==> src/rtl/peg_prbs_byte_chkr.sv <==
// PRBS-15 (x^15+x^14+1) receive checker: compares framed bytes against a locally
// seeded sequence and reports per-byte errors, per-frame results and saturating counters.
module peg_prbs_byte_chkr #(
    parameter int CNT_W = 16
) (
    input  logic             clk,
    input  logic             rst_n,
    input  logic [14:0]      cfg_seed,
    input  logic             cfg_en,
    input  logic             cnt_clr,
    input  logic             in_valid,
    input  logic             in_sop,
    input  logic             in_eop,
    input  logic [7:0]       in_data,
    output logic             byte_err,
    output logic [7:0]       exp_data,
    output logic             frm_done,
    output logic             frm_pass,
    output logic [CNT_W-1:0] frm_cnt,
    output logic [CNT_W-1:0] frm_err_cnt,
    output logic [CNT_W-1:0] byte_err_cnt,
    output logic             busy
);

    typedef enum logic {
        S_IDLE  = 1'b0,
        S_CHECK = 1'b1
    } state_t;

    localparam logic [14:0] SEED_DFLT = 15'h7FFF;

    // Eight LFSR steps unrolled; the first generated bit lands in byte bit 7.
    function automatic logic [22:0] prbs8(input logic [14:0] s_in);
        logic [14:0] s;
        logic [7:0]  v;
        logic        b;
        s = s_in;
        v = '0;
        for (int i = 0; i < 8; i++) begin
            b = s[14] ^ s[13];
            s = {s[13:0], b};
            v = {v[6:0], b};
        end
        return {v, s};
    endfunction

    // Clear has priority over a same-cycle increment; counting stops at all-ones.
    function automatic logic [CNT_W-1:0] cnt_upd(input logic [CNT_W-1:0] c,
                                                 input logic inc, input logic clr);
        if (clr)
            return '0;
        if (inc && (c != {CNT_W{1'b1}}))
            return c + CNT_W'(1);
        return c;
    endfunction

    state_t            state_q, state_d;
    logic [14:0]       lfsr_q, lfsr_d;
    logic              flag_q, flag_d;
    logic              byte_err_q, byte_err_d;
    logic [7:0]        exp_q, exp_d;
    logic              done_q, done_d;
    logic              pass_q, pass_d;
    logic [CNT_W-1:0]  fcnt_q, fecnt_q, becnt_q;

    logic [14:0] seed_eff, sop_state, nxt_state;
    logic [7:0]  sop_byte, nxt_byte;
    logic        mism, inc_f, inc_fe, inc_b;

    assign seed_eff = (cfg_seed == 15'h0000) ? SEED_DFLT : cfg_seed;
    assign {sop_byte, sop_state} = prbs8(seed_eff);
    assign {nxt_byte, nxt_state} = prbs8(lfsr_q);

    // NOTE: every always_comb output gets a default first so no path infers a latch.
    always_comb begin
        state_d    = state_q;
        lfsr_d     = lfsr_q;
        flag_d     = flag_q;
        byte_err_d = 1'b0;
        exp_d      = exp_q;
        done_d     = 1'b0;
        pass_d     = 1'b0;
        mism       = 1'b0;
        inc_f      = 1'b0;
        inc_fe     = 1'b0;
        inc_b      = 1'b0;

        if (!cfg_en) begin
            state_d = S_IDLE;
        end else if (in_valid) begin
            if (in_sop) begin
                // A SOP inside a running frame closes that frame as failed first.
                if (state_q == S_CHECK) begin
                    done_d = 1'b1;
                    inc_f  = 1'b1;
                    inc_fe = 1'b1;
                end
                mism       = (in_data != sop_byte);
                lfsr_d     = sop_state;
                exp_d      = sop_byte;
                byte_err_d = mism;
                inc_b      = mism;
                flag_d     = mism;
                if (in_eop) begin
                    done_d  = 1'b1;
                    pass_d  = !mism;
                    inc_f   = 1'b1;
                    inc_fe  = inc_fe | mism;
                    state_d = S_IDLE;
                end else begin
                    state_d = S_CHECK;
                end
            end else if (state_q == S_CHECK) begin
                mism       = (in_data != nxt_byte);
                lfsr_d     = nxt_state;
                exp_d      = nxt_byte;
                byte_err_d = mism;
                inc_b      = mism;
                flag_d     = flag_q | mism;
                if (in_eop) begin
                    done_d  = 1'b1;
                    pass_d  = !(flag_q | mism);
                    inc_f   = 1'b1;
                    inc_fe  = flag_q | mism;
                    state_d = S_IDLE;
                end
            end
        end
    end

    // NOTE: sequential state uses non-blocking assignments only.
    always_ff @(posedge clk or negedge rst_n) begin
        if (!rst_n) begin
            state_q    <= S_IDLE;
            lfsr_q     <= SEED_DFLT;
            flag_q     <= 1'b0;
            byte_err_q <= 1'b0;
            exp_q      <= 8'h00;
            done_q     <= 1'b0;
            pass_q     <= 1'b0;
            fcnt_q     <= '0;
            fecnt_q    <= '0;
            becnt_q    <= '0;
        end else begin
            state_q    <= state_d;
            lfsr_q     <= lfsr_d;
            flag_q     <= flag_d;
            byte_err_q <= byte_err_d;
            exp_q      <= exp_d;
            done_q     <= done_d;
            pass_q     <= pass_d;
            fcnt_q     <= cnt_upd(fcnt_q, inc_f, cnt_clr);
            fecnt_q    <= cnt_upd(fecnt_q, inc_fe, cnt_clr);
            becnt_q    <= cnt_upd(becnt_q, inc_b, cnt_clr);
        end
    end

    assign byte_err     = byte_err_q;
    assign exp_data     = exp_q;
    assign frm_done     = done_q;
    assign frm_pass     = pass_q;
    assign frm_cnt      = fcnt_q;
    assign frm_err_cnt  = fecnt_q;
    assign byte_err_cnt = becnt_q;
    assign busy         = (state_q == S_CHECK);

endmodule

==> config.mk <==
export PLATFORM = sky130hd
export DESIGN_NAME = peg_prbs_byte_chkr
export DESIGN_NICKNAME = d
export VERILOG_FILES = /design/src/rtl/peg_prbs_byte_chkr.sv
export SDC_FILE = /design/constraint.sdc
export NUM_CORES = 1
export LEC_CHECK = 0
export CAP_MARGIN = 10
export CELL_PAD_IN_SITES_DETAIL_PLACEMENT = 1
export CELL_PAD_IN_SITES_GLOBAL_PLACEMENT = 2
export CORE_MARGIN = 2
export CORE_UTILIZATION = 29
export DETAILED_ROUTE_END_ITERATION = 10
export PLACE_DENSITY_LB_ADDON = 0.1
export SLEW_MARGIN = 20
export SYNTH_ARGS = -nofsm -noshare
export SYNTH_HDL_FRONTEND = slang
export SYNTH_SLANG_ARGS = --single-unit
==> constraint.sdc <==
create_clock -name clk -period 2.2 [get_ports clk]
set_input_delay 0.44 -clock clk [delete_from_list [all_inputs] [get_ports clk]]
set_output_delay 0.44 -clock clk [all_outputs]
set_load 0.005 [all_outputs]
==> impl_results.md <==
- Outcome: finished, violations left
- Failing checks: setup timing
- H-tree Lvls: 3
- Initial antenna violation count: 0
- Fill count: 1779
- CTS buffer count: 9
- Core box area: approximately 16000 um2
- Worst r2r src: lfsr_q[10]
- Unrepaired setup endpoints after global routing: yes
- Vias in the first global route: 4916
- Gr ovfl total: 0
- Fraction of the mapped netlist area in adder cells: between 1.5 and 2%
- Cell Pwr Density: roughly 560 nW/um2
- # rows: 46
- Drt drc: 0
- Area of the multi-input gates: 3190 um2
- Antenna cells: 0
- Vias per cell: 4.83
- Vias post-DR: about 4500
- Hold buffer count at CTS: 0
- Syn Area/Cell: about 9.1 um2
- Ratio of cells with drive above 1 in the final layout: 37.9%
- Synth cell types: 58
- Period Utilization, post-route: 110%
- Worst Tran Pin Value: slightly below 0.5 ns
- Count of final max-slew check failures: 0
- Primary FF master, synth: dfrtp_1
- Number of enable flip-flop cells after synthesis: 0
- Max IR drop VDD: 0.375 mV
- Setup CP Type: reg -> reg
- Clock buffer depth: 2
- Simple logic cell fraction of the synthesized area: 25.8%
- GRT Overall Usage: about a fifth
- Final Hold Fails: 0
- Sequential cell area: 1920 um2
- Worst Path Required: approximately 2.4 ns
- Synth-to-layout area growth: 65.7%
- Critical Path Source: lfsr_q[10]
- Setup Viol. Count Final: 32
- Final nets: around 740
- Synth Area in Compound Gates: a little under an eighth
- Post-synthesis register bit count: 76
- Final non-filler cell total: roughly 900
- CTS Root Buffer Type: clkbuf_16
- ANT nets after route: 0
- Placed cells: roughly 890
- Worst rel slew slack: 67.0%
- Post-DP HPWL: approximately 11000 um
- Asr flop ratio synth: 100%
- PnR worst setup slack: -0.230 ns
- Worst-skew pair later-pin latency: between 0.3 and 0.4 ns
- Fmax: approximately 0.4 GHz
- Largest net degree at the start of global routing: 77
- 1st-iter DRT viols: around 100
- PortBufs: 89
- LEAKAGE: about 3.3 nW
- Post-Synthesis Net Count: between 500 and 600
- Min-delay worst type: in -> async
- Multiplexer area fraction after synthesis: around 6.7%
- Setup crit start kind: flip-flop
- Routed WL: approximately 16000 um
- # Max-Cap Violations: 0
- Post-synthesis cell area: 4650 um2
- Worst clock skew: 0.00869 ns
- Worst-path clk slew: approximately 0.070 ns
- Largest family of logic cells by synthesized area: simple AND/OR/NAND/NOR gates
- Io pins: 90
- Die area: roughly 17000 um2
- Die Wd: roughly 130 um
- CTS tree: yes
- Critical Path AT: around 2.7 ns
- Initial Util: between 20 and 30%
- Worst hold slack: roughly 0.048 ns
- DR WL/cell: 17.3 um
- Global-route wire length before repair: between 20000 and 30000 um
- Post-Syn Instances: just over 500
- Die Ht: roughly 130 um
- Fin util: between 40% and 50%
- Synth warn: 0
- Min Tclk post-route: 2.43 ns
- DRT Pass-1 Iters: 4
- Synth Area in XOR/XNOR: under 10%
- Seq/Total Area, Yosys: between 40 and 50%
- CP max FO: 6
- Clock Sinks: 76
- Crit. End Element: flip-flop
- RePlAce Congestion: ~0.80
==> registers in the layout, indices dropped and copies added (netlist names) <==
signal	cells
byte_err_cnt	16
frm_cnt	16
frm_err_cnt	16
lfsr_q	15
exp_data	8
busy	1
byte_err	1
flag_q	1
frm_done	1
frm_pass	1
==> timing repair <==
item                       4_1_cts  5_1_grt
gates cloned                     3        0
buffers inserted                17        2
setup endpoints to repair       44       43
pin swaps                       50       16
gates resized for setup        150       18
==> through the flow <==
stage / total power (W) / area (um2) / TNS [ns] / setup WS, ns
CTS: 0.00433 / 7600 / -3.71 / -0.168
global placement: 0.00262 / 6710 / -36.06 / -0.948
global route: 0.00452 / 7710 / -7.58 / -0.299
floorplan: 0.00216 / 4890 / -2.83 / -0.179
detailed placement: 0.00265 / 6710 / -39.23 / -1.06
finish: 0.00429 / 7710 / -5.09 / -0.230
==> synthesized netlist by cell type, drive strengths merged (12+ instances only) <==
| master | n | share of area (%) |
|---|---|---|
| mux2 | 25 | 6.1 |
| dfstp | 15 | 8.5 |
| nor2 | 75 | 6.2 |
| nand2b | 12 | 1.6 |
| inv | 17 | 1.4 |
| nand2 | 54 | 4.4 |
| nor2b | 26 | 3.5 |
| nand3 | 14 | 1.5 |
| and3 | 12 | 1.6 |
| a21oi | 13 | 1.4 |
| a211oi | 13 | 2.2 |
| clkbuf | 17 | 1.4 |
| dfrtp | 61 | 33 |
| nand4 | 14 | 1.9 |
| o21ai | 21 | 2.3 |
| xnor2 | 19 | 3.6 |
| xor2 | 13 | 2.4 |
==> final cells by class <==
cell class                 instances  area share, %
inverter                          18           1.46
timing repair buffer             209           24.8
sequential                        76           24.9
clock inverter                     7          0.941
clock buffer                       9           2.92
tap                              216           3.51
multi-input combinational        389           41.4
==> per-layer routing <==
layer  routed length, um  part of all wire (%)  GRT usage [%]  vias up
met5                   0                     0              0        -
li1                    -                     -              -     2137
met3                 519                   3.3           4.23       19
met1                7410                    46           26.6     2243
met2                7810                    49           32.2       68
met4                 207                   1.3           5.32        0
==> final timing paths <==
check                                   to  slack, ns  depth (start not counted)
setup / recovery           frm_err_cnt[11]      -0.23                         10
hold / removal                  frm_cnt[6]       0.05                          1
setup reg to reg           frm_err_cnt[11]      -0.23                         10
hold reg to reg                  lfsr_q[0]       0.46                          2
max in group asynchronous  byte_err_cnt[3]       1.46                          2
min in group clk                 lfsr_q[0]       0.46                          2
==> where the power goes <==
| part | internal, W | switching (W) |
|---|---|---|
| combinational | 0.000596 | 0.000499 |
| clock | 0.000883 | 0.000663 |
| sequential | 0.00156 | 0.0000919 |
| total | 0.00304 | 0.00125 |
==> logic make-up after synthesis <==
family                     after synthesis
buffers and inverters                   45
muxes                                   28
and+or+nand+nor                        235
xor gates and xnor gates                38
adders and majority gates                6
AOI/OAI and AO/OA                       81
DFF                                     76
==> layout by cell type, fill, tap and decap left out, types with 4 or more instances in the layout <==
| cell | instances |
|---|---|
| dfrtp_1 | 61 |
| buf_4 | 99 |
| buf_2 | 8 |
| or3_1 | 7 |
| a21oi_1 | 7 |
| mux2_4 | 20 |
| dfstp_2 | 15 |
| o22ai_1 | 6 |
| o21ai_0 | 19 |
| a31oi_4 | 4 |
| inv_6 | 5 |
| inv_1 | 10 |
| xor2_1 | 12 |
| mux2_2 | 5 |
| nand3_1 | 12 |
| nor2b_1 | 26 |
| nand2b_1 | 11 |
| nor2_1 | 67 |
| dlygate4sd2_1 | 10 |
| nand4_1 | 14 |
| xnor2_2 | 5 |
| buf_6 | 15 |
| a211oi_4 | 10 |
| xnor2_1 | 14 |
| and3_1 | 11 |
| nand2_1 | 49 |
| xnor3_1 | 6 |
| clkdlybuf4s50_1 | 63 |
| nor2_4 | 7 |
| a21oi_4 | 4 |
| a21o_1 | 4 |
| buf_12 | 5 |
| clkbuf_16 | 9 |
==> critical path, stage by stage (launching register included) <==
cell	delay (ns)
dfstp_2	0.57
buf_6	0.11
xnor3_1	0.30
nand2_2	0.12
a211oi_4	0.07
buf_6	0.13
a21oi_4	0.18
nand2_4	0.10
buf_16	0.16
a211oi_4	0.24
mux2_4	0.32
No activity file was read; power rests on OpenSTA's default activity.
